<file path="config.mk">
export PLATFORM = sky130hd
export DESIGN_NAME = ex_mem_stage_flat
export DESIGN_NICKNAME = d
export VERILOG_FILES = /design/src/rtl/ex_mem_stage_if.sv /design/src/rtl/ex_mem_stage.sv /design/src/flat_wrapper.sv
export SDC_FILE = /design/constraint.sdc
export NUM_CORES = 1
export LEC_CHECK = 0
export ABC_AREA = 0
export CORE_UTILIZATION = 44
export DETAILED_ROUTE_END_ITERATION = 7
export PLACE_DENSITY = 0.93
export SKIP_CTS_REPAIR_TIMING = 1
export SLEW_MARGIN = 20
export SYNTH_ARGS = -nofsm -noshare
export SYNTH_HDL_FRONTEND = slang
export SYNTH_SLANG_ARGS = --single-unit
</file>
<file path="constraint.sdc">
create_clock -name clk -period 2.19 [get_ports clk]
set_input_delay 0.438 -clock clk [delete_from_list [all_inputs] [get_ports clk]]
set_output_delay 0.438 -clock clk [all_outputs]
set_load 0.02 [all_outputs]
</file>
<file path="src/rtl/ex_mem_stage_if.sv">
// EX->MEM pipeline bus: EX-side inputs, MEM-side outputs and fetch redirect.
interface ex_mem_stage_if;
  logic        ex_valid;
  logic [31:0] ex_pc;
  logic [31:0] ex_imm;
  logic [31:0] alu_result;
  logic        alu_zero;
  logic [31:0] rt_data;
  logic [4:0]  rd;
  logic        is_branch;
  logic        is_jr;
  logic        mem_we;
  logic        mem_re;
  logic        reg_we;
  logic        stall;
  logic        flush;

  logic        mem_valid;
  logic [31:0] mem_alu_result;
  logic [31:0] mem_store_data;
  logic        mem_mem_we;
  logic        mem_mem_re;
  logic        mem_reg_we;
  logic [4:0]  mem_rd;
  logic        redirect;
  logic [31:0] redirect_pc;

  modport master (
    output ex_valid, ex_pc, ex_imm, alu_result, alu_zero, rt_data, rd,
           is_branch, is_jr, mem_we, mem_re, reg_we, stall, flush,
    input  mem_valid, mem_alu_result, mem_store_data, mem_mem_we,
           mem_mem_re, mem_reg_we, mem_rd, redirect, redirect_pc
  );

  modport slave (
    input  ex_valid, ex_pc, ex_imm, alu_result, alu_zero, rt_data, rd,
           is_branch, is_jr, mem_we, mem_re, reg_we, stall, flush,
    output mem_valid, mem_alu_result, mem_store_data, mem_mem_we,
           mem_mem_re, mem_reg_we, mem_rd, redirect, redirect_pc
  );
endinterface

</file>
<file path="src/rtl/ex_mem_stage.sv">
// EX/MEM pipeline register with branch/jr resolution and a one-cycle
// fetch redirect; the instruction following a redirect is squashed.
module ex_mem_stage (
  input  logic           clk,
  input  logic           rst_n,
  ex_mem_stage_if.slave  bus
);

  typedef enum logic {NORMAL, REDIR} state_t;

  state_t      state, state_next;
  logic        taken;
  logic [31:0] target;
  logic        advance;
  logic        live;

  // jr wins over a simultaneous branch; branch target wraps mod 2^32
  assign taken   = bus.ex_valid & (bus.is_jr | (bus.is_branch & bus.alu_zero));
  assign target  = bus.is_jr ? bus.alu_result
                             : bus.ex_pc + 32'd4 + {bus.ex_imm[29:0], 2'b00};
  assign advance = ~bus.flush & ~bus.stall;
  assign live    = advance & (state == NORMAL) & bus.ex_valid;

  always_ff @(posedge clk or negedge rst_n) begin
    if (!rst_n) state <= NORMAL;
    else        state <= state_next;
  end

  always_comb begin
    state_next = state;
    if (bus.flush) begin
      state_next = NORMAL;
    end else if (!bus.stall) begin
      unique case (state)
        NORMAL:  if (taken) state_next = REDIR;
        REDIR:   state_next = NORMAL;
        default: state_next = NORMAL;
      endcase
    end
  end

  // redirect is decoded from state so an async reset drops it immediately
  assign bus.redirect = (state == REDIR);

  always_ff @(posedge clk or negedge rst_n) begin
    if (!rst_n) begin
      bus.mem_valid      <= 1'b0;
      bus.mem_alu_result <= '0;
      bus.mem_store_data <= '0;
      bus.mem_mem_we     <= 1'b0;
      bus.mem_mem_re     <= 1'b0;
      bus.mem_reg_we     <= 1'b0;
      bus.mem_rd         <= '0;
      bus.redirect_pc    <= '0;
    end else if (bus.flush) begin
      bus.mem_valid  <= 1'b0;
      bus.mem_mem_we <= 1'b0;
      bus.mem_mem_re <= 1'b0;
      bus.mem_reg_we <= 1'b0;
    end else if (!bus.stall) begin
      // wrong-path or invalid EX instructions become bubbles via live=0
      bus.mem_valid      <= live;
      bus.mem_mem_we     <= live & bus.mem_we;
      bus.mem_mem_re     <= live & bus.mem_re;
      bus.mem_reg_we     <= live & bus.reg_we;
      bus.mem_alu_result <= bus.alu_result;
      bus.mem_store_data <= bus.rt_data;
      bus.mem_rd         <= bus.rd;
      if (state == NORMAL && taken) bus.redirect_pc <= target;
    end
  end

endmodule

</file>
<file path="src/flat_wrapper.sv">
// flat-port wrapper written by rule: the top's interface ports become plain ports
module ex_mem_stage_flat 
  (clk, rst_n, bus_ex_valid, bus_ex_pc, bus_ex_imm, bus_alu_result, bus_alu_zero, bus_rt_data, bus_rd, bus_is_branch, bus_is_jr, bus_mem_we, bus_mem_re, bus_reg_we, bus_stall, bus_flush, bus_mem_valid, bus_mem_alu_result, bus_mem_store_data, bus_mem_mem_we, bus_mem_mem_re, bus_mem_reg_we, bus_mem_rd, bus_redirect, bus_redirect_pc);
  ex_mem_stage_if bus_i ();
  input  logic clk;
  input  logic rst_n;
  input wire logic [$bits(bus_i.ex_valid)-1:0] bus_ex_valid;
  input wire logic [$bits(bus_i.ex_pc)-1:0] bus_ex_pc;
  input wire logic [$bits(bus_i.ex_imm)-1:0] bus_ex_imm;
  input wire logic [$bits(bus_i.alu_result)-1:0] bus_alu_result;
  input wire logic [$bits(bus_i.alu_zero)-1:0] bus_alu_zero;
  input wire logic [$bits(bus_i.rt_data)-1:0] bus_rt_data;
  input wire logic [$bits(bus_i.rd)-1:0] bus_rd;
  input wire logic [$bits(bus_i.is_branch)-1:0] bus_is_branch;
  input wire logic [$bits(bus_i.is_jr)-1:0] bus_is_jr;
  input wire logic [$bits(bus_i.mem_we)-1:0] bus_mem_we;
  input wire logic [$bits(bus_i.mem_re)-1:0] bus_mem_re;
  input wire logic [$bits(bus_i.reg_we)-1:0] bus_reg_we;
  input wire logic [$bits(bus_i.stall)-1:0] bus_stall;
  input wire logic [$bits(bus_i.flush)-1:0] bus_flush;
  output wire logic [$bits(bus_i.mem_valid)-1:0] bus_mem_valid;
  output wire logic [$bits(bus_i.mem_alu_result)-1:0] bus_mem_alu_result;
  output wire logic [$bits(bus_i.mem_store_data)-1:0] bus_mem_store_data;
  output wire logic [$bits(bus_i.mem_mem_we)-1:0] bus_mem_mem_we;
  output wire logic [$bits(bus_i.mem_mem_re)-1:0] bus_mem_mem_re;
  output wire logic [$bits(bus_i.mem_reg_we)-1:0] bus_mem_reg_we;
  output wire logic [$bits(bus_i.mem_rd)-1:0] bus_mem_rd;
  output wire logic [$bits(bus_i.redirect)-1:0] bus_redirect;
  output wire logic [$bits(bus_i.redirect_pc)-1:0] bus_redirect_pc;
  assign bus_i.ex_valid = bus_ex_valid;
  assign bus_i.ex_pc = bus_ex_pc;
  assign bus_i.ex_imm = bus_ex_imm;
  assign bus_i.alu_result = bus_alu_result;
  assign bus_i.alu_zero = bus_alu_zero;
  assign bus_i.rt_data = bus_rt_data;
  assign bus_i.rd = bus_rd;
  assign bus_i.is_branch = bus_is_branch;
  assign bus_i.is_jr = bus_is_jr;
  assign bus_i.mem_we = bus_mem_we;
  assign bus_i.mem_re = bus_mem_re;
  assign bus_i.reg_we = bus_reg_we;
  assign bus_i.stall = bus_stall;
  assign bus_i.flush = bus_flush;
  assign bus_mem_valid = bus_i.mem_valid;
  assign bus_mem_alu_result = bus_i.mem_alu_result;
  assign bus_mem_store_data = bus_i.mem_store_data;
  assign bus_mem_mem_we = bus_i.mem_mem_we;
  assign bus_mem_mem_re = bus_i.mem_mem_re;
  assign bus_mem_reg_we = bus_i.mem_reg_we;
  assign bus_mem_rd = bus_i.mem_rd;
  assign bus_redirect = bus_i.redirect;
  assign bus_redirect_pc = bus_i.redirect_pc;
  ex_mem_stage u_core (.clk(clk), .rst_n(rst_n), .bus(bus_i));
endmodule
</file>
=== Yosys cells after proc, flatten, opt, wreduce, memory -nomap -nowiden ===
Cells that the tools add are included.

* Register bits after elaboration: 106
* Bits of input ports: 144
* Output and inout port bits: 106
* Logic and storage cells: 40

* Add/subtract/negate cells: 2
* Mux-type cells: 13
* Bitwise gates (word level): 12
* Reduce and logical (&&, ||, !) cells: 3
* Eq/ne operators: 1

{| class="wikitable"
|+ Operators with widths
! operator !! count
|-
| adder 32 x 3 -> 32 bit, second input constant || 1
|-
| adder 32 bit || 1
|-
| two-way mux 32 bit || 1
|-
| two-way mux 1 bit || 11
|-
| bitwise AND 1 bit || 8
|-
| NOT 1 bit || 3
|-
| AND reduction 3 bit || 1
|-
| inequality test 2 x 1 -> 1 bit, second input constant || 1
|-
| case mux 1 bit (2 select lines) || 1
|-
| AND reduction 2 bit || 1
|-
| logical AND 1 bit || 1
|-
| OR 1 bit || 1
|}

=== Depth between registers and ports, before layout ===
* Depth in word-level cells: 7
* Depth in mapped cells: 13
* Mapped depth without buffers: 13

=== Worst setup path after synthesis ===
No wires, ideal clock.

* Path kind: input to register
* Start point: input port bus_ex_imm[1]
* End point: register u_core.bus.redirect_pc[31] (netlist name)
* Required time: 2.111 ns
* Slack: -0.730 ns
* Arrival time: 2.840 ns
* Library setup time: 0.079 ns
* Path buffers: 0
* Cell stages on the path: 10
* Cell sequence: ha_1 ha_1 fa_1 a21o_1 a221oi_2 o21ai_2 a41oi_2 a31oi_2 a221oi_2 mux2i_1

* Cells in the longest elaborated chain, start to end: 2

{| class="wikitable"
|+ Ends and longest elaborated chain
! what !! line !! text
|-
| start: declaration || flat_wrapper.sv:9 || <nowiki>input wire logic [$bits(bus_i.ex_imm)-1:0] bus_ex_imm;</nowiki>
|-
| adder 32 bit || ex_mem_stage.sv:20 || <nowiki>: bus.ex_pc + 32'd4 + {bus.ex_imm[29:0], 2'b00};</nowiki>
|-
| two-way mux 32 bit || ex_mem_stage.sv:19 || <nowiki>assign target = bus.is_jr ? bus.alu_result</nowiki>
|-
| end signal: assignment || ex_mem_stage.sv:69 || <nowiki>if (state == NORMAL && taken) bus.redirect_pc <= target;</nowiki>
|-
| end: declaration || ex_mem_stage_if.sv:39 || <nowiki>mem_mem_re, mem_reg_we, mem_rd, redirect, redirect_pc</nowiki>
|}

No other way between the ends.
A chain may end at the register's enable or synchronous reset.

=== Final worst setup path ===
* Start point: input port bus_ex_pc[3]
* End point: register u_core.bus.redirect_pc[31] (netlist name)

* Cells in the longest elaborated chain, start to end: 3

{| class="wikitable"
|+ Ends and longest elaborated chain
! what !! line !! text
|-
| start: declaration || flat_wrapper.sv:8 || <nowiki>input wire logic [$bits(bus_i.ex_pc)-1:0] bus_ex_pc;</nowiki>
|-
| adder 32 x 3 -> 32 bit || ex_mem_stage.sv:20 ||
|-
| adder 32 bit || ex_mem_stage.sv:20 ||
|-
| two-way mux 32 bit || ex_mem_stage.sv:19 ||
|}

No other way between the ends.

==> run metrics <==
Async SR Flop Fraction=100%; clock share of power=22.8%; Top FF cell, synth=dfrtp_1; Hold Crit Class=input pin to asynchronous set/reset pin; H-tree depth=3; max frequency=381 MHz; Power Dens Cells=718 mW/mm^2; Critical Path RT=2.48 ns; max_cap viols=0; WP buf/inv=1; largest net degree at the start of global routing=107; GRT Util Overall=27.4%; crit start category=input pin; die width=119 um; layout cells sized above 1=34.7%; number of placed instances, taps included=1056; RSZ-0062 raised after global routing=true; Worst-path clk slew=0.08 ns; worst-skew pair later-pin latency=0.36 ns; post-route minimum period=2.62 ns; switching power=0.00264 W; most common cell in the netlist=dfrtp_1; total number of vias=5920; initial drt markers=293; final WL=22000 um; RR Startpoint=u_core.bus.redirect; Yosys cell types=43; CTS tree=done; worst vdd ir=0.611 mV; GR Overflow Total=0; slowest CP cell=fa_2; Worst Tran Pin Value=0.566 ns; clock skew=0.00931 ns; Yosys reg bits=106; Worst Slack Setup Final=-0.433 ns; Net Sw Frac=34.3%; Ys Warns=0; Setup CP Type=input pin to register; Syn Std Cell Area=0.00604 mm^2; Worst path top cell family by delay=compound AO/OA/AOI/OAI gates; growth of design area from synthesis to finish=77.6%; Die Y=119 um; failing checks=setup timing; count of final max-slew check failures=0; worst path cell trace=buf_6, ha_4, ha_4, fa_2, a21o_1, a221oi_2, o21ai_2, a41oi_2, a31oi_2, a221oi_2, mux2i_1; clk root buf=clkbuf_16; DR DRC count=0; total die area=0.0142 mm^2; Post-Synthesis Cells=567; final non-filler cell total=1084; worst rel slew slack=62.2%; HPWL Detailed=15200 um; vias in the first global route=5974; Reg power frac=32.6%; Worst Setup SP=bus_ex_pc[3]; I/O pin total=250; gp weighted congestion=0.950; initial cell density of the core=45.4%; Clock Sinks=106; status=finished with violations; Std-Cell Rows=42; post-DR vias/cell=5.46; initial antenna violation count=0; Post-synth EDFFs=0; Worst path max stage delay=0.34 ns; Placeable Area=0.0133 mm^2; Post-synth top cells=106 x dfrtp_1, 69 x mux2_2, 57 x ha_1; critical path fanouts, max=2; Pleak=4.76 nW; Tcrit/Tclk final=120%; Critical Path End Type=register; Post-Place Worst Slack=-1.10 ns; synth top area cells=dfrtp_1 44%, mux2_2 13%, ha_1 12%, a21oi_1 4.1%, o21ai_0 3.0%; sequential fraction of the synthesis area=43.9%; WP data arrival=2.91 ns; combinational power share=44.7%; ant diodes=0; first-pass GRT wire length=30100 um; wire per inst=20.3 um; CTS Buffer Depth=2; Num CTS Buffers=9; cell taking the most area after synthesis=dfrtp_1; Syn Area/Cell=10.7 um^2; Syn Nets=769; Layout Nets=1105; Fillers=751; IO buf count=247; Hold Fails Final Rpt=0; Pre-Repair DR Iteration Count=4; P_int=0.00506 W; setup violators final=19; Detail Route Antenna Nets=0; share of the synthesized area in the top cell type=43.9%
## worst paths after layout
path                                                 to  slack (ns)  cells after the start
max                          u_core.bus.redirect_pc[31]       -0.43                     11
min                        u_core.bus.mem_store_data[3]        0.17                      2
max reg2reg                  u_core.bus.redirect_pc[30]        0.65                      5
min reg2reg                   u_core.bus.redirect_pc[4]        0.49                      2
max in group asynchronous    u_core.bus.redirect_pc[11]        1.62                      2
min in group clk              u_core.bus.redirect_pc[4]        0.49                      2
## final cells by class
type	count	area (um^2)	area share, %
clock buffer	10	239	2.23
clock inverter	6	78.8	0.735
timing repair buffer	350	3360	31.3
multi-input combinational	425	4140	38.6
tap	176	220	2.05
inverter	11	43.8	0.408
sequential	106	2650	24.7
## power by group through the flow
stage / sequential, W / clock [W] / combinational, W
after global routing: 0.00255 / 0.00183 / 0.00364
after CTS: 0.00250 / 0.00177 / 0.00308
after detailed placement: 0.00254 / 0 / 0.00306
after floorplan: 0.00294 / 0 / 0.00106
after global placement: 0.00251 / 0 / 0.00299
final: 0.00251 / 0.00175 / 0.00344
## per-stage QoR
stage               power [W]  TNS, ns  util (%)  cell area (um^2)  hold slack, ns
finish                0.00770    -4.23      80.7             10700           0.167
global route          0.00802    -5.95      80.7             10700           0.188
CTS                   0.00735   -11.87      75.2             10000           0.188
detailed placement    0.00560   -21.16      72.8              9690           0.479
global placement      0.00550   -19.99      72.8              9690           0.460
floorplan             0.00400    -4.12         -              6360           0.142
## cell usage in the layout (no fill, tap or decap), drive strengths merged, types with 2 or more instances in the layout
master / count
a21o: 15
a21oi: 49
a221oi: 2
a31o: 2
a31oi: 9
and2: 2
and3: 5
buf: 108
clkbuf: 18
clkdlybuf4s50: 205
dfrtp: 106
dlymetal6s2s: 29
ha: 57
inv: 15
mux2: 69
mux2i: 9
nand2: 41
nand2b: 3
nand3: 7
nand4: 4
nor2: 45
nor2b: 2
nor3: 8
o211ai: 4
o21a: 5
o21ai: 37
o21bai: 5
o22ai: 5
xnor2: 19
xor2: 9
## sequential cells by signal, summed over array words and instances (netlist names)
register,flops
u_core.bus.mem_alu_result,32
u_core.bus.mem_rd,5
u_core.bus.mem_reg_we,1
u_core.bus.redirect,1
u_core.bus.mem_valid,1
u_core.bus.mem_mem_we,1
u_core.bus.redirect_pc,32
u_core.bus.mem_mem_re,1
u_core.bus.mem_store_data,32
## logic make-up (layout without fill, tap and decap cells)
kind of cell / after synthesis / in the layout / synth area share, %
compound gates: 141 / 141 / 14.7
fa+ha+maj: 58 / 58 / 12.1
mux: 78 / 78 / 14.4
flops: 106 / 106 / 43.9
buf+inv: 36 / 377 / 2.28
xor+xnor: 28 / 28 / 4.06
simple gates: 120 / 120 / 8.61
## routing by layer
metal,share of wire [%],GRT usage (%),routed length [um],vias up
met5,0,0,0,-
met4,3.0,8.47,656,0
met3,7.3,7.66,1610,57
met2,53,50.2,11700,263
met1,37,30.5,8070,2882
li1,-,-,-,2718
Power figures use the tool's default switching activity.
